**src/rtl/obstacle_one_sprite_engine_pkg.sv**
```systemverilog
// Shared types, sprite geometry and palette for the obstacle-one sprite engine.
package obstacle_pkg;

  typedef enum logic [1:0] {IDLE, RUN, WRAP} state_t;

  localparam int SPRITE_DIM = 32;

  localparam logic [11:0] COLOR1 = 12'hF00;
  localparam logic [11:0] COLOR2 = 12'h0F0;
  localparam logic [11:0] COLOR3 = 12'hFFF;

  // Code 00 is transparent and maps to black.
  function automatic logic [11:0] palette(input logic [1:0] code);
    case (code)
      2'b01:   return COLOR1;
      2'b10:   return COLOR2;
      2'b11:   return COLOR3;
      default: return 12'h000;
    endcase
  endfunction

endpackage

```
**src/rtl/obstacle_one_sprite_engine_if.sv**
```systemverilog
// Sprite RAM read port: engine drives the address, RAM returns data one clk later.
interface obstacle_one_sprite_engine_if #(
  parameter int ADDR_WIDTH = 10,
  parameter int DATA_WIDTH = 2
);
  logic [ADDR_WIDTH-1:0] addr_r;
  logic [DATA_WIDTH-1:0] ram_dout;

  modport master (output addr_r, input ram_dout);
  modport slave  (input addr_r, output ram_dout);
endinterface

```
**src/rtl/obstacle_motion_fsm.sv**
```systemverilog
// Obstacle motion controller: owns state, x_pos and y_reg; positions change only on frame_tick.
//
// state | meaning
// IDLE  | parked at X_START, hidden, waiting for start
// RUN   | visible, moves left by speed on each frame_tick
// WRAP  | hidden for one frame after leaving the left edge
module obstacle_motion_fsm
  import obstacle_pkg::*;
#(
  parameter logic [10:0] X_START = 11'd640
) (
  input  logic        clk,
  input  logic        reset,
  input  logic        frame_tick,
  input  logic        start,
  input  logic        stop,
  input  logic [3:0]  speed,
  input  logic [10:0] y_pos,
  output state_t      state,
  output logic [10:0] x_pos,
  output logic [10:0] y_reg
);

  state_t      state_nxt;
  logic [10:0] x_pos_nxt;
  logic [10:0] y_reg_nxt;
  logic [10:0] speed_ext;

  assign speed_ext = {7'd0, speed};

  always_ff @(posedge clk) begin
    if (reset) begin
      state <= IDLE;
      x_pos <= X_START;
      y_reg <= '0;
    end else begin
      state <= state_nxt;
      x_pos <= x_pos_nxt;
      y_reg <= y_reg_nxt;
    end
  end

  always_comb begin
    state_nxt = state;
    x_pos_nxt = x_pos;
    y_reg_nxt = y_reg;
    case (state)
      IDLE: begin
        x_pos_nxt = X_START;
        if (start && !stop) state_nxt = RUN;
      end
      RUN: begin
        if (stop) begin
          state_nxt = IDLE;
          x_pos_nxt = X_START;
        end else if (frame_tick) begin
          y_reg_nxt = y_pos;
          // speed = 0 never wraps since x_pos >= 0 always holds
          if (x_pos >= speed_ext) x_pos_nxt = x_pos - speed_ext;
          else                    state_nxt = WRAP;
        end
      end
      WRAP: begin
        if (stop) begin
          state_nxt = IDLE;
          x_pos_nxt = X_START;
        end else if (frame_tick) begin
          state_nxt = RUN;
          x_pos_nxt = X_START;
        end
      end
      default: begin
        state_nxt = IDLE;
        x_pos_nxt = X_START;
      end
    endcase
  end

endmodule

```
**src/rtl/obstacle_one_sprite_engine.sv**
```systemverilog
// Obstacle-one sprite render engine: RAM addressing, 2-clk pixel pipeline, palette and motion.
// Optional OBSTACLE_COLLISION_EN adds player_on input and sticky hit output.
module obstacle_one_sprite_engine
  import obstacle_pkg::*;
#(
  parameter int ADDR_WIDTH = 10,
  parameter int DATA_WIDTH = 2,
  parameter int CD         = 12,
  parameter int X_START    = 640
) (
  input  logic                 clk,
  input  logic                 reset,
  input  logic [10:0]          x,
  input  logic [10:0]          y,
  input  logic                 frame_tick,
  input  logic                 start,
  input  logic                 stop,
  input  logic [3:0]           speed,
  input  logic [10:0]          y_pos,
  obstacle_one_sprite_engine_if.master ram,
`ifdef OBSTACLE_COLLISION_EN
  input  logic                 player_on,
  output logic                 hit,
`endif
  output logic                 sprite_on,
  output logic [CD-1:0]        rgb,
  output logic                 active
);

  localparam int HALF = ADDR_WIDTH / 2;

  state_t      state;
  logic [10:0] x_pos;
  logic [10:0] y_reg;
  logic [10:0] x_off;
  logic [10:0] y_off;
  logic        in_region;
  logic        in_region_d1;
  logic        opaque;

  obstacle_motion_fsm #(
    .X_START (11'(X_START))
  ) u_motion (
    .clk        (clk),
    .reset      (reset),
    .frame_tick (frame_tick),
    .start      (start),
    .stop       (stop),
    .speed      (speed),
    .y_pos      (y_pos),
    .state      (state),
    .x_pos      (x_pos),
    .y_reg      (y_reg)
  );

  // Unsigned wraparound turns "left of / above the sprite" into a large offset.
  assign x_off     = x - x_pos;
  assign y_off     = y - y_reg;
  assign in_region = (x_off < 11'(SPRITE_DIM)) && (y_off < 11'(SPRITE_DIM)) && (state == RUN);
  assign ram.addr_r = {y_off[HALF-1:0], x_off[HALF-1:0]};

  assign opaque = in_region_d1 && (ram.ram_dout != '0);
  assign active = (state == RUN) || (state == WRAP);

  always_ff @(posedge clk) begin
    if (reset) begin
      in_region_d1 <= 1'b0;
      sprite_on    <= 1'b0;
      rgb          <= '0;
    end else begin
      in_region_d1 <= in_region;
      sprite_on    <= opaque;
      rgb          <= opaque ? CD'(palette(2'(ram.ram_dout))) : '0;
    end
  end

`ifdef OBSTACLE_COLLISION_EN
  logic hit_q;

  always_ff @(posedge clk) begin
    if (reset || start || stop)        hit_q <= 1'b0;
    else if (sprite_on && player_on)   hit_q <= 1'b1;
  end

  // Combinational term makes hit visible in the overlap cycle itself.
  assign hit = hit_q | (sprite_on & player_on);
`endif

endmodule

```
**src/flat_wrapper.sv**
```systemverilog
// flat-port wrapper written by rule: the top's interface ports become plain ports
module obstacle_one_sprite_engine_flat import obstacle_pkg::*;
#(
  parameter int ADDR_WIDTH = 10,
  parameter int DATA_WIDTH = 2,
  parameter int CD         = 12,
  parameter int X_START    = 640
)
  (clk, reset, x, y, frame_tick, start, stop, speed, y_pos, sprite_on, rgb, active, ram_addr_r, ram_ram_dout);
  obstacle_one_sprite_engine_if #(.ADDR_WIDTH(ADDR_WIDTH), .DATA_WIDTH(DATA_WIDTH)) ram_i ();
  input  logic clk;
  input  logic reset;
  input  logic [10:0] x;
  input  logic [10:0] y;
  input  logic frame_tick;
  input  logic start;
  input  logic stop;
  input  logic [3:0] speed;
  input  logic [10:0] y_pos;
  output logic sprite_on;
  output logic [CD-1:0] rgb;
  output logic active;
  output wire logic [$bits(ram_i.addr_r)-1:0] ram_addr_r;
  input wire logic [$bits(ram_i.ram_dout)-1:0] ram_ram_dout;
  assign ram_addr_r = ram_i.addr_r;
  assign ram_i.ram_dout = ram_ram_dout;
  obstacle_one_sprite_engine #(.ADDR_WIDTH(ADDR_WIDTH), .DATA_WIDTH(DATA_WIDTH), .CD(CD), .X_START(X_START)) u_core (.clk(clk), .reset(reset), .x(x), .y(y), .frame_tick(frame_tick), .start(start), .stop(stop), .speed(speed), .y_pos(y_pos), .ram(ram_i), .sprite_on(sprite_on), .rgb(rgb), .active(active));
endmodule
```
**config.mk**
```make
export PLATFORM = sky130hd
export DESIGN_NAME = obstacle_one_sprite_engine_flat
export DESIGN_NICKNAME = d
export VERILOG_FILES = /design/src/rtl/obstacle_one_sprite_engine_pkg.sv /design/src/rtl/obstacle_one_sprite_engine_if.sv /design/src/rtl/obstacle_motion_fsm.sv /design/src/rtl/obstacle_one_sprite_engine.sv /design/src/flat_wrapper.sv
export SDC_FILE = /design/constraint.sdc
export NUM_CORES = 1
export LEC_CHECK = 0
export CAP_MARGIN = 20
export CORE_ASPECT_RATIO = 0.8
export CORE_MARGIN = 3
export CORE_UTILIZATION = 25
export CTS_BUF_LIST = sky130_fd_sc_hd__clkbuf_4 sky130_fd_sc_hd__clkbuf_8
export CTS_CLUSTER_SIZE = 40
export DETAILED_ROUTE_END_ITERATION = 6
export GPL_ROUTABILITY_DRIVEN = 0
export PLACE_DENSITY = 0.51
export SYNTH_ARGS = -nofsm -noshare
export SYNTH_HDL_FRONTEND = slang
export SYNTH_SLANG_ARGS = --single-unit
```
**constraint.sdc**
```tcl
create_clock -name clk -period 2.8 [get_ports clk]
set_input_delay 0.42 -clock clk [delete_from_list [all_inputs] [get_ports clk]]
set_output_delay 0.42 -clock clk [all_outputs]
set_load 0.1 [all_outputs]
```
# Word-level counts from Yosys, hierarchy flattened
# Index checks and enable logic that the tools add are counted.
# Widths: inputs -> output; s select.
# word_totals
register_bits	38
output_inout_bits	24
# classes
add_sub_neg	3
n_lt_le_gt_ge	3
eq_ne	10
mux	14
n_bitwise	2
reduce_logical	12
# ops
cell	count
$mux 11	5
$pmux 12 s3	1
$lt 11x6->1 const B	2
$pmux 11 s2	1
$sub 11x11->11	2
$mux 2	6
$ne 3x3->1 const B	4
$ge 11x4->1	1
$sub 11x4->11	1
$eq 2x2->1 const B	3
$pmux 2 s3	1
$reduce_and 3->1	2
$eq 2x1->1 const B	2
$logic_and 1x1->1	4
$reduce_and 4->1	1
$logic_not 2->1	1
$ne 2x2->1 const B	1
$not 1->1	2
$reduce_bool 2->1	1
$reduce_or 2->1	1
$logic_not 1->1	1
$logic_or 1x1->1	1

# Longest topological paths before layout
# Gate-level depths: netlist of the first run.
# logic_depth
word_depth	5
mapped_depth	9
depth_no_buf	9

# Cells and area by module
# A second synthesis of the first run with hierarchy kept.
# unflattened
cells_unflattened	334
area_unflattened_um2	2621.3
# modules_own_cells
module	instances	cells_each	area_each_um2	seq_area_each_um2
obstacle_one_sprite_engine	1	182	1373.8	100.1
obstacle_motion_fsm	1	152	1247.4	480.5

# Worst setup path before layout of the first run
# No wires, ideal clock.
# synth_path
kind	in2out
startpoint	in y[0]
endpoint	out ram_addr_r[9]
arrival_time_ns	2.971
t_required_ns	2.380
setup_slack_ns	-0.591
cell_stages	7
n_path_buf	0
cell_sequence	inv_1 -> ha_1 -> fa_1 -> and2b_1 -> o21a_1 -> nor2_1 -> xnor2_1
# synth_between
elab_chain_len	1
# synth_rtl
element	line_no	text
from (decl)	flat_wrapper.sv:14	input logic [10:0] y;
$sub 11x11->11	obstacle_one_sprite_engine.sv:58	assign y_off = y - y_reg;
to (decl)	flat_wrapper.sv:23	output wire logic [$bits(ram_i.addr_r)-1:0] ram_addr_r;
# Every way passes these cells.

# Worst setup path after layout of the first run
# layout_path
startpoint	in x[0]
endpoint	out ram_addr_r[4]
# layout_between
elab_chain_len	1
# layout_rtl
element	line_no	text
from (decl)	flat_wrapper.sv:13	input logic [10:0] x;
$sub 11x11->11	obstacle_one_sprite_engine.sv:57	assign x_off = x - x_pos;
# Every way passes these cells.

==> flow_summary_export.csv, run 1 <==
group,metric,value,unit
synth,async_flop_share,0,%
timing,max_freq,372.7,MHz
route,viasPerCell,4.767,
timing,skew,5.437,ps
synth,netlist_area,2557,um^2
finish,drive_gt1_share,18.53,%
cts,numCtsBuffers,5,
route,dr.pass1.iters,4,
worst_setup_path,r2r_slack,320,ps
power_and_ir_drop,ir_drop,0.1825,mV
synth,synth_edf_count,0,
place,dp_hpwl,6.210,mm
finish,nFillCells,1028,
finish,fin_nets,495,
route,wl_per_cell,13.47,um
finish,fin_cells,557,
worst_setup_path,crit_path_end_kind,"primary output",
route,num_vias,2655,
worst_setup_path,cp_common_cell,"nand2b_1",
worst_setup_path,worstReg2RegStart,"u_core.u_motion.y_reg[0]",
timing,max_slew_margin,67.32,%
synth,yosysWarnings,0,
timing,setup_slack,116.7,ps
floorplan,ios,68,
grt,grt_pass1_wl,11.68,mm
timing,drv_slew,0,
min_path,whs_endpoint,"u_core.u_motion.y_reg[4]",
power_and_ir_drop,leakage,0.001577,uW
cts,htree_levels,2,
flow_run,maxCapViolations,0,
floorplan,dieArea,11490,um^2
synth,ys_seq_elements,29,
worst_setup_path,cp_num_buf_inv,3,
min_path,hp-start,"u_core.u_motion.y_reg[4]",
floorplan,die_w,119.1,um
floorplan,die_h,96.47,um
status,outcome,"complete, no violations",
synth,synth_flop_cell,"dfxtp_1",
finish,layout.area.seq,580.6,um^2
floorplan,start_util,26.07,%
place,postPlaceCellArea,3615,um^2
grt,track_usage,12.55,%
cts,clk_path_buf_depth,2,
cts,insertion_delay,280,ps
finish,final_area,3764,um^2
synth,synth_seq_area_share,22.70,%
synth,synth_area_per_cell,7.634,um^2
worst_setup_path,worstPathMaxFanout,2,
synth,netlist_instances,335,
worst_setup_path,rr_endpoint,"u_core.in_region_d1",
worst_setup_path,rr_worst_depth,9,
min_path,hp-class,"register to register",
timing,fin_tns_setup,0,ps
grt,grt_start_max_net_pins,21,
worst_setup_path,critPathKind,"input port to primary output",
cts,hold_buffers,0,
worst_setup_path,path_cells,"clkdlybuf4s50_1, inv_1, ha_1, fa_1, nand2b_1, nand2b_1, a21oi_1, xnor2_2, buf_12",
timing,setup_viol,0,
timing,finalCriticalPeriod,2683,ps
timing,hold_viol_final,0,
cts,path_clk_slew,70,ps
min_path,hold-path-cell-count,2,
timing,rsz0062_at_grt,"no",
cts,clockRootBuffer,"clkbuf_8",
power_and_ir_drop,p_per_area,414.6,nW/um^2
place,place_ws,-346.1,ps
place,dp_cells,549,
worst_setup_path,crit_family,"buffers and inverters",
worst_setup_path,crit_arrival,2260,ps
finish,area_delta_synth_final,47.16,%
worst_setup_path,cpMaxStageDelayCell,"clkdlybuf4s50_1",
floorplan,rows,32,
route,ant_nets,0,
worst_setup_path,cp-start-kind,"input port",
route,drcViolationCount,0,
synth,syn_nets,410,
timing,fin_crit_sh,95.83,%
finish,n_antenna_cell,0,
route,totalWireLength,7.501,mm
worst_setup_path,required,2380,ps
worst_setup_path,cpPeakStageDelay,450,ps
grt,antenna_found_initial,0,
floorplan,design.core.area,9809,um^2
grt,grt_pass1_vias,2418,
grt,grt_overflow,0,
finish,multi_input_area,1807,um^2
route,drt_iter0_drc,186,
synth,yosys.cell_types.count,57,
cts,clock_sinks,29,
cts,cts_tree,"done",
place,numPortBuffers,67,
timing,tightest_slew,490.1,ps
-- worst max path at each step --
stage / start / endpoint / slack [ps] / depth (start not counted)
after floorplan: y[0] / ram_addr_r[9] / 10 / 7
after global placement: y[0] / u_core.in_region_d1 / -250 / 10
after detailed placement: y[0] / u_core.in_region_d1 / -350 / 10
after CTS: y[0] / ram_addr_r[9] / 30 / 10
after global routing: x[0] / u_core.in_region_d1 / 20 / 10
final: x[0] / ram_addr_r[4] / 120 / 9
-- cell usage after synthesis, drive strengths merged (2+ instances only) --
cell / count / area share, %
o2111ai: 4 / 1.4
nand3: 8 / 1.8
fa: 3 / 2.3
or4: 6 / 1.8
a211o: 2 / 0.69
or2: 3 / 0.73
a21oi: 38 / 7.4
and2: 5 / 1.3
a211oi: 7 / 2.1
clkbuf: 6 / 0.93
nor3: 4 / 0.78
o211a: 2 / 0.78
o21ai: 13 / 2.5
dfxtp: 29 / 23
xor2: 2 / 0.69
a32oi: 2 / 0.69
and3: 3 / 0.73
nand2: 40 / 5.9
o31a: 2 / 0.69
xnor2: 8 / 2.7
nand2b: 3 / 0.73
nor2b: 8 / 2.0
inv: 39 / 5.7
nor2: 15 / 2.2
or3: 3 / 0.73
nand4: 4 / 0.98
o21a: 7 / 2.1
o211ai: 3 / 1.1
ha: 28 / 14
o31ai: 5 / 1.5
nor4: 2 / 0.73
buf: 10 / 2.8
a21o: 5 / 1.5
-- cells in the final DEF, fill, tap and decap left out, types with 6 or more instances in the layout --
master,instances
a21oi_1,37
o21ai_0,12
buf_12,10
inv_1,39
clkdlybuf4s50_1,42
nand2_1,40
or4_1,6
ha_1,27
nor2b_1,8
dfxtp_1,29
xnor2_2,6
nand3_1,7
a211oi_1,7
nor2_1,14
buf_4,40
o21a_1,7
-- power by group --
group / switching [uW] / internal, uW / leakage, uW / total (uW)
clock: 181 / 266 / 0.0000543 / 447
combinational: 385 / 291 / 0.00129 / 676
sequential: 12.0 / 426 / 0.000234 / 438
total: 578 / 983 / 0.00158 / 1560
-- layer usage --
| metal | share of wire, % | wire, um | up-vias | global-route usage, % |
|---|---|---|---|---|
| li1 | - | - | 1364 | - |
| met1 | 53 | 3946 | 1224 | 19.37 |
| met2 | 41 | 3052 | 59 | 17.68 |
| met3 | 5.6 | 417 | 8 | 2.212 |
| met4 | 1.1 | 85 | 0 | 3.182 |
| met5 | 0 | 0 | - | 0 |
-- worst reg2reg max path, cell delays in order, from the launching register on --
cell	delay (ps)
dfxtp_1	340
ha_2	210
fa_2	210
and2b_2	240
buf_6	120
o2111a_1	230
or3_1	310
a222oi_1	230
o2111ai_1	230
nor4_4	290
-- timing repair --
| action | 4_1_cts | 5_1_grt |
|---|---|---|
| pin swaps | 2 | 6 |
| cloned | 0 | 0 |
| endpoints found under the setup margin | 2 | 2 |
| setup buffers | 0 | 0 |
| resized for setup | 2 | 7 |
-- stage by stage --
step           util [%]  power (uW)  hold slack [ps]
2_1_floorplan         -       861.2            436.3
3_5_place_dp      36.85        1114            448.6
5_1_grt           38.37        1642            481.7
3_3_place_gp      36.85        1109            444.4
6_report          38.37        1561            456.7
4_1_cts           38.07        1568            458.4
-- area by class of cell --
| class | instances | area share (%) |
|---|---|---|
| Clock inverter | 3 | 1.230 |
| Timing Repair Buffer | 94 | 25.10 |
| Inverter | 39 | 3.890 |
| Multi-Input combinational cell | 251 | 48.01 |
| Tap cell | 136 | 4.521 |
| Sequential cell | 29 | 15.43 |
| Clock buffer | 5 | 1.828 |
-- cells by family after synthesis --
logic type / share of synthesized area, %
adders and majority gates: 16.05
and+or+nand+nor: 22.11
xor gates and xnor gates: 3.425
buffers and inverters: 9.491
AOI/OAI and AO/OA: 26.22
DFF: 22.70
(Power assumes the default switching activity.)
==> run 2: changes to the inputs <==
ABC_AREA = 1   (was default)
CORE_ASPECT_RATIO = 1.2   (was 0.8)
PLACE_DENSITY = 0.5   (was 0.51)
==> run 2 against run 1 <==
Effect of this change: total power up 63%; setup slack better by 22 ps; synthesized area up 8.1%; worst hold slack better by 11 ps; via count up 5.8%; critical path depth unchanged; core utilization down 3.1 points; global-route usage about the same; sequential share of layout area about the same.
==> flow_summary_export.csv, run 2 <==
group,metric,value,unit
grt,grt_overflow,0,
power_and_ir_drop,p_int,1308,uW
route,drcViolationCount,0,
synth,synthTopCellsByCount,"nand2_1 (119), inv_1 (75), nor2_1 (46), nand3_1 (36), a21oi_1 (33)",
floorplan,rows,41,
worst_setup_path,crit_path_end_kind,"primary output",
grt,grt_pass1_vias,2805,
finish,fin_nets,581,
worst_setup_path,critPathKind,"input port to primary output",
cts,numCtsBuffers,5,
timing,rsz0062_at_grt,"no",
synth,synth_flop_cell,"dfxtp_1",
power_and_ir_drop,p_per_area,675.3,nW/um^2
finish,multi_input_area,1848,um^2
cts,htree_levels,2,
status,outcome,"complete, no violations",
synth,netlist_instances,444,
power_and_ir_drop,pwr-share-clk,18.4,%
place,dp_hpwl,6.256,mm
timing,setup_slack,138.8,ps
synth,netlist_area,2765,um^2
synth,yosysMostFrequentCell,"nand2_1",
grt,antenna_found_initial,0,
flow_run,maxCapViolations,0,
timing,setup_viol,0,
cts,cts_tree,"done",
floorplan,dieArea,12360,um^2
timing,max_slew_margin,63.81,%
worst_setup_path,rr_worst_depth,7,
power_and_ir_drop,seqPwrFrac,19.7,%
power_and_ir_drop,pwr-share-comb,61.8,%
worst_setup_path,rr_endpoint,"u_core.u_motion.y_reg[7]",
synth,yosys.cell_types.count,34,
route,totalWireLength,7.532,mm
timing,hold_viol_final,0,
worst_setup_path,crit_arrival,2240,ps
synth,synth.area.top_cells,"dfxtp_1 (21%), nand2_1 (16%), ha_1 (13%), inv_1 (10%), nand3_1 (6.5%)",
min_path,hp-class,"register to register",
finish,area_delta_synth_final,35.93,%
timing,max_freq,375.8,MHz
power_and_ir_drop,leakage,0.001809,uW
timing,drv_slew,0,
floorplan,die_w,102.0,um
min_path,whs_endpoint,"u_core.u_motion.y_reg[2]",
place,numPortBuffers,67,
min_path,hold-path-cell-count,2,
route,wl_per_cell,11.84,um
worst_setup_path,worstReg2RegStart,"u_core.u_motion.state[1]",
grt,grt_start_max_net_pins,21,
power_and_ir_drop,ir_drop,0.5034,mV
worst_setup_path,crit_path_start,"y[0]",
finish,drive_gt1_share,12.43,%
worst_setup_path,worstPathMaxFanout,3,
route,ant_nets,0,
route,drt_iter0_drc,91,
floorplan,start_util,25.91,%
finish,layout_common_cells,"nand2_1 (119), inv_1 (75), nor2_1 (46), clkdlybuf4s50_1 (43), nand3_1 (35)",
route,num_vias,2808,
timing,fin_tns_setup,0,ps
synth,syn_nets,519,
finish,final_area,3759,um^2
route,viasPerCell,4.415,
finish,n_antenna_cell,0,
timing,skew,8.943,ps
min_path,hp-start,"u_core.u_motion.y_reg[2]",
grt,grt_pass1_wl,12.59,mm
cts,insertion_delay,280,ps
route,dr.pass1.iters,4,
floorplan,design.core.area,10670,um^2
worst_setup_path,cp-start-kind,"input port",
synth,synth_area_per_cell,6.228,um^2
place,postPlaceCellArea,3631,um^2
timing,fin_crit_sh,95.04,%
cts,hold_buffers,0,
synth,async_flop_share,0,%
grt,track_usage,12.52,%
synth,synth.largest_area_cell,"dfxtp_1",
synth,synth_edf_count,0,
power_and_ir_drop,p_sw,1230,uW
cts,clockRootBuffer,"clkbuf_8",
cts,clock_sinks,29,
synth,synth_seq_area_share,21.00,%
synth,yosysWarnings,0,
synth,ys_seq_elements,29,
timing,finalCriticalPeriod,2661,ps
worst_setup_path,required,2380,ps
floorplan,die_h,121.2,um
cts,postCtsSetupRepairBufs,0,
synth,yosysTopAreaCellShare,21.00,%
cts,clk_path_buf_depth,2,
place,place_ws,95.44,ps
floorplan,ios,68,
timing,tightest_slew,541.6,ps
finish,mostFrequentLayoutCell,"nand2_1",
finish,nFillCells,1183,
cts,path_clk_slew,60,ps
finish,layout.area.seq,580.6,um^2
power_and_ir_drop,p_sw_share,48.46,%
worst_setup_path,r2r_slack,890,ps
cts,post_cts_resized,0,
## run 2: worst max path at each step
stage,end,cells after the start,slack [ps]
2_1_floorplan,ram_addr_r[4],8,130
3_3_place_gp,ram_addr_r[9],9,110
3_5_place_dp,ram_addr_r[9],9,100
4_1_cts,ram_addr_r[9],9,80
5_1_grt,ram_addr_r[9],9,30
6_report,ram_addr_r[9],9,140
## run 2: layout make-up
| class | count | area share (%) |
|---|---|---|
| inverter | 80 | 8.123 |
| timing repair buffer | 68 | 19.77 |
| tap | 129 | 4.294 |
| multi-input combinational | 322 | 49.17 |
| clock buffer | 7 | 2.397 |
| sequential | 29 | 15.45 |
| clock inverter | 1 | 0.7989 |
## run 2: stage by stage
step	total power (uW)	cells	util [%]	hold WS [ps]
final	2538	636	35.23	467.4
after floorplan	1650	444	-	432.5
after global placement	2074	628	34.03	457.8
after CTS	2563	636	35.15	476.1
after global routing	2734	636	35.23	488.1
after detailed placement	2082	628	34.03	465.7
## run 2: critical path, stage by stage
cell and delay, ps:
clkdlybuf4s50_1 450, inv_1 40, ha_1 220, fa_1 430, inv_1 100, nand3_1 80, nand3_2 110, xor2_2 190
buf_12 200
## run 2: power by group through the flow
stage	Sequential, uW	Clock, uW	Combinational [uW]
3_3_place_gp	509	0	1570
2_1_floorplan	501	0	1150
6_report	501	468	1570
4_1_cts	501	481	1580
3_5_place_dp	511	0	1570
5_1_grt	510	494	1730
## run 2: cells by family after synthesis
group | synth area share [%]
compound gates | 12.40
xor+xnor | 2.534
fa+ha+maj | 14.84
buf+inv | 14.07
flops | 21.00
simple gates | 35.16
## run 2: metal layers
layer / up-vias / track usage [%] / part of all wire (%)
met2: 74 / 22.20 / 47
met1: 1219 / 16.11 / 47
met5: - / 0 / 0
li1: 1510 / - / -
met4: 0 / 1.641 / 0.92
met3: 5 / 2.185 / 5.0
